## config.mk

```make
export PLATFORM = sky130hd
export DESIGN_NAME = pipe_stage_reg
export DESIGN_NICKNAME = d
export VERILOG_FILES = /design/src/rtl/pipe_stage_reg.sv
export SDC_FILE = /design/constraint.sdc
export NUM_CORES = 1
export LEC_CHECK = 0
export CORE_MARGIN = 2
export CORE_UTILIZATION = 54
export CTS_CLUSTER_SIZE = 10
export DETAILED_ROUTE_END_ITERATION = 8
export HOLD_SLACK_MARGIN = 0.05
export PLACE_DENSITY = 0.91
export SLEW_MARGIN = 40
export SYNTH_ARGS = -nofsm -noshare
export SYNTH_HDL_FRONTEND = slang
export SYNTH_SLANG_ARGS = --single-unit
```

## constraint.sdc

```tcl
create_clock -name clk -period 5.3 [get_ports clk]
set_clock_uncertainty 0.1 [all_clocks]
set_input_delay 1.06 -clock clk [delete_from_list [all_inputs] [get_ports clk]]
set_output_delay 1.06 -clock clk [all_outputs]
set_load 0.02 [all_outputs]
```

## src/rtl/pipe_stage_reg.sv

```systemverilog
// Multi-channel pipeline stage register with valid/ready handshake, optional skid
// buffer, bubble/flush controls and saturating stall/flush counters.
module pipe_stage_reg #(
   parameter int unsigned       NUM_CH    = 2,
   parameter int unsigned       DATA_W    = 32,
   parameter int unsigned       SKID      = 1,
   parameter logic [DATA_W-1:0] RESET_VAL = '0,
   parameter int unsigned       CNT_W     = 16
) (
   input  logic                     clk,
   input  logic                     rst,
   input  logic                     bubble_i,
   input  logic                     flush_i,
   input  logic                     in_valid,
   output logic                     in_ready,
   input  logic [NUM_CH*DATA_W-1:0] in_data,
   output logic                     out_valid,
   input  logic                     out_ready,
   output logic [NUM_CH*DATA_W-1:0] out_data,
   output logic [CNT_W-1:0]         stall_cnt,
   output logic [CNT_W-1:0]         flush_cnt
);

   localparam int unsigned       BUS_W    = NUM_CH * DATA_W;
   localparam logic [BUS_W-1:0]  RST_DATA = {NUM_CH{RESET_VAL}};
   localparam logic [CNT_W-1:0]  CNT_MAX  = '1;

   logic             m_valid;
   logic             s_valid;
   logic [BUS_W-1:0] m_data;
   logic [BUS_W-1:0] s_data;
   logic             in_fire;
   logic             out_fire;

   // Bubble masks both handshakes; with a skid, ready comes straight from a flop.
   assign in_ready  = (SKID != 0) ? (!bubble_i && !s_valid)
                                  : (!bubble_i && (!m_valid || out_ready));
   assign out_valid = m_valid && !bubble_i;
   assign out_data  = m_data;
   assign in_fire   = in_valid && in_ready && !flush_i;
   assign out_fire  = out_valid && out_ready;

   always_ff @(posedge clk) begin
      if (rst) begin
         m_valid   <= 1'b0;
         s_valid   <= 1'b0;
         m_data    <= RST_DATA;
         s_data    <= RST_DATA;
         stall_cnt <= '0;
         flush_cnt <= '0;
      end else if (bubble_i) begin
         m_valid <= m_valid;
      end else if (flush_i) begin
         m_valid <= 1'b0;
         s_valid <= 1'b0;
         m_data  <= RST_DATA;
         s_data  <= RST_DATA;
         if (flush_cnt != CNT_MAX) flush_cnt <= flush_cnt + CNT_W'(1);
      end else begin
         if (m_valid && !out_ready && (stall_cnt != CNT_MAX))
            stall_cnt <= stall_cnt + CNT_W'(1);

         if (SKID != 0) begin
            // Main refills from the skid first to keep FIFO order.
            if (!m_valid || out_fire) begin
               if (s_valid) begin
                  m_valid <= 1'b1;
                  m_data  <= s_data;
                  s_valid <= in_fire;
                  if (in_fire) s_data <= in_data;
               end else if (in_fire) begin
                  m_valid <= 1'b1;
                  m_data  <= in_data;
               end else begin
                  m_valid <= 1'b0;
               end
            end else if (in_fire) begin
               s_valid <= 1'b1;
               s_data  <= in_data;
            end
         end else begin
            if (in_fire) begin
               m_valid <= 1'b1;
               m_data  <= in_data;
            end else if (out_fire) begin
               m_valid <= 1'b0;
            end
         end
      end
   end

endmodule

```

==> impl_results.rst, run 1 <==
.. list-table::
   :header-rows: 1

   * - Metric
     - Value
   * - Status
     - complete, no violations
   * - Post-synthesis cell type count
     - 36
   * - Final hold slack
     - 0.3498 ns
   * - Source-to-sink clock delay at the later pin of the worst-skew pair
     - 0.43 ns
   * - Pin count of the biggest net entering global routing
     - 105
   * - Worst setup slack after placement
     - 1.523 ns
   * - DRC errors left
     - 0
   * - Worst max-slew margin expressed relative to the limit
     - 45.93%
   * - Total of buffers placed on input and output ports
     - 167
   * - Path type of the worst setup path
     - input pin to output port
   * - Synth Net Count
     - 946
   * - Leakage power
     - 3.010 nW
   * - Antenna Violating Nets Remaining
     - 0
   * - PD cells
     - 297.4 mW/mm²
   * - Horizontal extent of the die
     - 120.5 µm
   * - Min Tclk post-route
     - 3.469 ns
   * - Placeable core area
     - 0.01324 mm²
   * - Launch point of the worst reg-to-reg path
     - m_valid
   * - Syn Std Cell Area
     - 0.007330 mm²
   * - Vias per cell
     - 6.179
   * - Setup bufs post-CTS
     - 0
   * - Slowest Stage Delay on Critical Path
     - 0.60 ns
   * - Final Wtd Congestion
     - 0.8216
   * - Number of storage elements in the synthesis netlist
     - 162
   * - Unrepaired setup endpoints after global routing
     - no
   * - Final global-route overflow total
     - 0
   * - Global-route usage over all layers
     - 26.63%
   * - Area overhead of the layout relative to synthesis
     - 31.21%
   * - Total Negative Setup Slacks
     - 0 ns
   * - Worst setup path start
     - bubble_i
   * - Deepest clock path buffer count
     - 2
   * - Crit path max fanout
     - 77
   * - Element type at the critical path end
     - output port
   * - Synthesized area per cell
     - 8.386 µm²
   * - Chip Height
     - 120.5 µm
   * - Total of endpoints with negative setup slack in the final report
     - 0
   * - Proportion of register bits with asynchronous set or reset after synthesis
     - 0%
   * - Warnings, synthesis
     - 0
   * - Number of DRC markers in iteration 0
     - 700
   * - Final WL
     - 19870 µm
   * - Arrival time at the worst endpoint
     - 2.31 ns
   * - Row count
     - 42
   * - Clock buffer count from CTS
     - 17
   * - Number of antenna violations at the first check in global routing
     - 0
   * - Final cycle utilization of the critical path
     - 65.45%
   * - Number of hold violations in the final report
     - 0
   * - Initial Util
     - 55.35%
   * - Achievable frequency
     - 0.2883 GHz
   * - Cells traversed along the worst timing path
     - buf_4 > nor2b_1 > clkdlybuf4s50_1
   * - Count of max-cap constraint violations
     - 0
   * - Final setup margin
     - 1.831 ns
   * - Leading cell type in the layout, fill and taps excluded
     - sky130_fd_sc_hd__clkdlybuf4s50_1
   * - Die ar.
     - 0.01452 mm²
   * - Layout cells sized above 1
     - 6.432%
   * - Fin nets
     - 1054
   * - Post-detailed-placement half-perimeter wirelength
     - 11630 µm
   * - Quantity of hold-fixing buffers added after cts
     - 0
   * - H-tree level count
     - 4
   * - Clock transition at the registers of the reported paths
     - 0.06 ns
   * - Clk root buf
     - sky130_fd_sc_hd__clkbuf_16
   * - Dominant register cell in the synthesized netlist
     - sky130_fd_sc_hd__dfxtp_1
   * - Final Max Slew Viols
     - 0
   * - Critical Path Start Type
     - input pin
   * - Class of the tightest hold or removal check
     - flop to flop
   * - Leading cell types in the layout, fill and taps excluded
     - 164 x sky130_fd_sc_hd__clkdlybuf4s50_1, 161 x sky130_fd_sc_hd__dfxtp_1, 156 x sky130_fd_sc_hd__a21oi_1
   * - Post-synth EDFFs
     - 0
   * - Clock tree from TritonCTS
     - yes
   * - Beginning of the worst hold path
     - s_data[23]
   * - Drt wl/cell
     - 16.96 µm
   * - Via count of the routed design
     - 7242
   * - Required time worst endpoint
     - 4.14 ns
   * - FILL cells
     - 982
   * - Number of sinks handled by clock tree synthesis
     - 162
   * - Via count of the first global-routing pass
     - 6468
   * - Worst Tran Pin Value
     - 0.8111 ns
   * - Fraction of the yosys area taken by sequential cells
     - 44.25%
   * - Boundary Pins
     - 168
   * - Drt pass-1 iters
     - 5
   * - Global-route wire length before repair
     - 31530 µm
   * - Syn Inst Count
     - 874
   * - Slowest stage cell on the critical path
     - sky130_fd_sc_hd__clkdlybuf4s50_1
   * - Resized cells post-CTS
     - 0
   * - Peak supply drop
     - 0.0002340 V
[area by class of cell]
cell class / count / area, µm² / share of cell area, %
Antenna cell: 1 / 2.502 / 0.02602
Clock buffer: 20 / 466.7 / 4.853
Clock inverter: 12 / 155.1 / 1.613
Inverter: 7 / 28.78 / 0.2992
Multi-Input combinational cell: 617 / 3752 / 39.02
Sequential cell: 162 / 3247 / 33.76
Tap cell: 176 / 220.2 / 2.290
Timing Repair Buffer: 177 / 1744 / 18.14
[metrics by stage]
stage	cells	utilization, %	total power, mW	area (µm²)
floorplan	874	-	1.466	7330
global placement	1139	67.72	1.597	8967
detailed placement	1139	67.79	1.603	8977
CTS	1171	72.49	2.869	9599
global route	1171	72.60	2.952	9614
finish	1172	72.62	2.860	9617
[cell families after synthesis]
| group | count (synthesis) | share of synthesized area (%) |
|---|---|---|
| AOI/OAI and AO/OA | 251 | 17.86 |
| adders and majority gates | 2 | 0.3414 |
| buffers and inverters | 95 | 5.087 |
| DFF | 162 | 44.25 |
| muxes | 69 | 9.491 |
| and+or+nand+nor | 295 | 22.98 |
[worst max-delay path: cells and delay by family]
family	cells	cell delay [ns]
buf+inv	2	1.09
simple gates	1	0.10
[cell usage after synthesis, types with 2 or more instances]
master	n	area, µm²
sky130_fd_sc_hd__dfxtp_1	162	3243
sky130_fd_sc_hd__a21oi_1	157	785.8
sky130_fd_sc_hd__or4_1	82	615.6
sky130_fd_sc_hd__nand3_1	77	385.4
sky130_fd_sc_hd__nand2_1	74	277.8
sky130_fd_sc_hd__clkbuf_1	73	274.0
sky130_fd_sc_hd__o21ai_0	73	365.4
sky130_fd_sc_hd__mux2i_1	65	650.6
sky130_fd_sc_hd__o31ai_1	16	120.1
sky130_fd_sc_hd__nor2_1	12	45.04
sky130_fd_sc_hd__nand4_1	9	56.30
sky130_fd_sc_hd__buf_1	7	26.28
sky130_fd_sc_hd__buf_2	7	35.03
sky130_fd_sc_hd__inv_1	7	26.28
sky130_fd_sc_hd__or3_1	6	37.54
sky130_fd_sc_hd__nor2b_1	5	31.28
sky130_fd_sc_hd__nor3_1	5	25.02
sky130_fd_sc_hd__or2_2	5	31.28
sky130_fd_sc_hd__and4_1	4	35.03
sky130_fd_sc_hd__mux2_2	4	45.04
sky130_fd_sc_hd__nand2b_1	4	25.02
sky130_fd_sc_hd__nor4_1	3	18.77
sky130_fd_sc_hd__ha_1	2	25.02
sky130_fd_sc_hd__o21a_1	2	15.01
sky130_fd_sc_hd__o41ai_1	2	17.52
[final timing paths]
kind | endpoint | cells past startpoint | slack, ns
worst max register to register | s_data[53] | 5 | 2.70
worst max-delay path | out_valid | 3 | 1.83
worst min-delay path | s_data[23] | 2 | 0.35
worst min register to register | s_data[23] | 2 | 0.35
[sequential cells by signal (all words and copies together) (netlist names)]
register and flops:
m_valid 1, flush_cnt 16, s_data 64, s_valid 1, stall_cnt 16, out_data 64
[metal layers]
| metal | track usage, % | routed length (µm) | part of all wire (%) |
|---|---|---|---|
| met3 | 5.566 | 1286 | 6.5 |
| met1 | 34.39 | 8338 | 42 |
| met4 | 11.85 | 554 | 2.8 |
| met2 | 42.97 | 9693 | 49 |
| met5 | 0 | 0 | 0 |
[power by group]
group	total, mW	switching (mW)	internal (mW)
Clock	1.28	0.499	0.780
Combinational	0.309	0.175	0.134
Sequential	1.27	0.0195	1.25
Note: power is estimated with default switching activity, not from simulation.
==> run 2: changes to the inputs <==
--- a/config.mk
+++ b/config.mk
@@ -6,11 +6,11 @@
 export NUM_CORES = 1
 export LEC_CHECK = 0
 export CORE_MARGIN = 2
-export CORE_UTILIZATION = 54
+export CORE_UTILIZATION = 50
 export CTS_CLUSTER_SIZE = 10
 export DETAILED_ROUTE_END_ITERATION = 8
 export HOLD_SLACK_MARGIN = 0.05
-export PLACE_DENSITY = 0.91
+export PLACE_DENSITY = 0.86
 export SLEW_MARGIN = 40
 export SYNTH_ARGS = -nofsm -noshare
 export SYNTH_HDL_FRONTEND = slang
==> constraint.sdc (replaced) <==
create_clock -name clk -period 3.2 [get_ports clk]
set_clock_uncertainty 0.1 [all_clocks]
set_input_delay 0.64 -clock clk [delete_from_list [all_inputs] [get_ports clk]]
set_output_delay 0.64 -clock clk [all_outputs]
set_load 0.02 [all_outputs]
==> run 2 against run 1 <==
Sequential share of layout area fell by 0.22 points. Final cell count rose by 1.1%. Utilization fell by 5.5 points. Wire length fell by 1.5%. Count of clock-buffer cells in the layout rose by 7. Via count fell by 1.7%. Clock power rose by 52%. Die area rose by 7.7%. Combinational power rose by 69%. Sequential power rose by 66%. Critical path depth fell by 1.
==> impl_results.rst, run 2 (synthesis results as in run 1) <==
.. list-table::
   :header-rows: 1

   * - Metric
     - Value
   * - Status
     - complete, no violations (unchanged)
   * - Total power of the final layout
     - 4.587 mW (was 2.860 mW)
   * - Worst setup path start
     - s_valid (was bubble_i)
   * - Required time worst endpoint
     - 2.46 ns (was 4.14 ns)
   * - Total of buffers placed on input and output ports
     - 167 (unchanged)
   * - Final Max Slew Viols
     - 0 (unchanged)
   * - Global-route usage over all layers
     - 24.33% (was 26.63%)
   * - PD cells
     - 473.8 mW/mm² (was 297.4 mW/mm²)
   * - Path type of the worst setup path
     - flop to output port (was input pin to output port)
   * - Launch point of the worst reg-to-reg path
     - s_valid (was m_valid)
   * - Area overhead of the layout relative to synthesis
     - 32.08% (was 31.21%)
   * - Placeable core area
     - 0.01442 mm² (was 0.01324 mm²)
   * - Boundary Pins
     - 168 (unchanged)
   * - H-tree level count
     - 4 (unchanged)
   * - Number of antenna violations at the first check in global routing
     - 1 (was 0)
   * - CP Capture Point
     - in_ready (was out_valid)
   * - Drt wl/cell
     - 16.52 µm (was 16.96 µm)
   * - Achievable frequency
     - 0.3810 GHz
   * - Global-route wire length before repair
     - 31750 µm (was 31530 µm)
   * - Design area
     - 0.009681 mm² (was 0.009617 mm²)
   * - Deepest clock path buffer count
     - 2 (unchanged)
   * - Length in cells of the worst reg-to-reg path
     - 4 (was 5)
   * - Post-Layout Cell Count
     - 1185 (was 1172)
   * - Worst setup slack for register-to-register paths
     - 0.91 ns (was 2.70 ns)
   * - Leading cell type in the layout, fill and taps excluded
     - sky130_fd_sc_hd__clkdlybuf4s50_1 (unchanged)
   * - Total Negative Setup Slacks
     - 0 ns (unchanged)
   * - Cells traversed along the worst timing path
     - nor2_1 > clkdlybuf4s50_1 (was buf_4 > nor2b_1 > clkdlybuf4s50_1)
   * - Layout cells sized above 1
     - 6.400% (was 6.432%)
   * - Count of max-cap constraint violations
     - 0 (unchanged)
   * - Combined buffer and inverter count along the critical path
     - 1 (was 2)
   * - Worst Tran Pin Value
     - 0.7436 ns (was 0.8111 ns)
   * - Slowest stage cell on the critical path
     - sky130_fd_sc_hd__dfxtp_4 (was sky130_fd_sc_hd__clkdlybuf4s50_1)
   * - Row count
     - 44 (was 42)
   * - Category of cells accounting for the largest share of critical-path delay
     - flip-flops (was buffers and inverters)
   * - Antenna Violating Nets Remaining
     - 0 (unchanged)
   * - Final cycle utilization of the critical path
     - 82.01%
   * - Clock buffer count from CTS
     - 17 (unchanged)
   * - Critical Path Start Type
     - flop (was input pin)
   * - Via count of the first global-routing pass
     - 6353 (was 6468)
   * - Clock transition at the registers of the reported paths
     - 0.06 ns (about the same)
   * - Final WL
     - 19580 µm (was 19870 µm)
   * - Post-DP Area
     - 0.009105 mm² (was 0.008977 mm²)
   * - Peak supply drop
     - 0.0003427 V (was 0.0002340 V)
   * - Total stage count of the critical path
     - 2 (was 3)
   * - Min Tclk post-route
     - 2.624 ns
   * - Clk root buf
     - sky130_fd_sc_hd__clkbuf_16 (unchanged)
   * - Crit path max fanout
     - 36 (was 77)
   * - Final setup margin
     - 0.5756 ns (was 1.831 ns)
   * - Total of endpoints with negative setup slack in the final report
     - 0 (unchanged)
   * - Initial Util
     - 50.82% (was 55.35%)
   * - Unrepaired setup endpoints after global routing
     - no (unchanged)
   * - Horizontal extent of the die
     - 125.1 µm (was 120.5 µm)
   * - Hold Crit Depth
     - 2 (unchanged)
   * - Arrival time at the worst endpoint
     - 1.88 ns (was 2.31 ns)
   * - Vias per cell
     - 6.005 (was 6.179)
   * - Via count of the routed design
     - 7116 (was 7242)
   * - Power Internal
     - 3.504 mW (was 2.166 mW)
   * - Cell count after placement
     - 1154 (was 1139)
   * - Final Wtd Congestion
     - 0.8264 (was 0.8216)
   * - Worst flop-to-flop path endpoint
     - out_data[4] (was s_data[53])
   * - Number of hold violations in the final report
     - 0 (unchanged)
   * - Final global-route overflow total
     - 0 (unchanged)
   * - Source-to-sink clock delay at the later pin of the worst-skew pair
     - 0.42 ns (was 0.43 ns)
   * - Quantity of hold-fixing buffers added after cts
     - 0 (unchanged)
   * - Leakage power
     - 3.026 nW (was 3.010 nW)
   * - Final hold slack
     - 0.3487 ns (was 0.3498 ns)
   * - Switching Share
     - 23.60% (was 24.27%)
   * - Clock network fraction of total power
     - 42.6% (was 44.7%)
   * - Worst max-slew margin expressed relative to the limit
     - 50.02% (was 45.93%)
   * - Drt pass-1 iters
     - 5 (unchanged)
   * - Class of the tightest hold or removal check
     - flop to flop (unchanged)
   * - Relative contribution of combinational cells to total power
     - 11.4% (was 10.8%)
   * - Chip Height
     - 125.1 µm (was 120.5 µm)
   * - Post-detailed-placement half-perimeter wirelength
     - 12050 µm (was 11630 µm)
   * - Leading cell types in the layout, fill and taps excluded
     - 164 x sky130_fd_sc_hd__clkdlybuf4s50_1, 161 x sky130_fd_sc_hd__dfxtp_1, 156 x sky130_fd_sc_hd__a21oi_1 (unchanged)
   * - Clock tree from TritonCTS
     - yes (unchanged)
   * - Pin count of the biggest net entering global routing
     - 71 (was 105)
   * - Slowest Stage Delay on Critical Path
     - 0.74 ns (was 0.60 ns)
   * - Fin nets
     - 1061 (was 1054)
   * - Final Core Density
     - 67.11% (was 72.62%)
   * - Worst setup slack after placement
     - 0.2790 ns (was 1.523 ns)
   * - Resized cells post-CTS
     - 0 (unchanged)
   * - Setup bufs post-CTS
     - 0 (unchanged)
   * - Sw Pwr
     - 1.083 mW (was 0.6943 mW)
   * - Portion of total power attributed to sequential cells
     - 46.1% (was 44.5%)
   * - Number of DRC markers in iteration 0
     - 455 (was 700)
   * - Element type at the critical path end
     - output port (unchanged)
   * - Die ar.
     - 0.01564 mm² (was 0.01452 mm²)
   * - DRC errors left
     - 0 (unchanged)
   * - Number of sinks handled by clock tree synthesis
     - 162 (unchanged)
## run 2: cell type report
type	count	area [µm²]
Clock buffer	27	524.3
Inverter	7	26.28
Timing Repair Buffer	184	1864
Fill cell	1165	4743
Multi-Input combinational cell	617	3742
Clock inverter	3	43.79
Tap cell	184	230.2
Antenna cell	1	2.502
Sequential cell	162	3247
## run 2: power groups by stage
stage	clock network (mW)	registers (mW)	logic (mW)
final	1.95	2.11	0.521
after global routing	2.07	2.12	0.563
after CTS	1.99	2.11	0.520
after detailed placement	0	2.16	0.518
after global placement	0	2.15	0.510
after floorplan	0	2.18	0.245
## run 2: worst min path at each step
stage / startpoint / endpoint / slack [ns]
floorplan: s_data[62] / s_data[62] / 0.33
global placement: s_data[14] / s_data[14] / 0.34
detailed placement: s_data[16] / s_data[16] / 0.34
CTS: s_data[28] / s_data[28] / 0.35
global route: s_data[1] / s_data[1] / 0.37
finish: s_data[2] / s_data[2] / 0.35
## run 2: worst reg2reg max path: cells and delay by family (launching register included)
family | cells | cell delay [ns]
flops | 1 | 0.74
buf+inv | 1 | 0.62
simple gates | 1 | 0.42
mux | 1 | 0.21
compound gates | 1 | 0.14
## run 2: metal layers
layer / GRT usage (%) / vias up / part of all wire [%]
li1: - / 3464 / -
met3: 5.178 / 44 / 6.2
met4: 10.78 / 0 / 3.2
met2: 38.59 / 246 / 47
met1: 32.04 / 3362 / 43
met5: 0 / - / 0
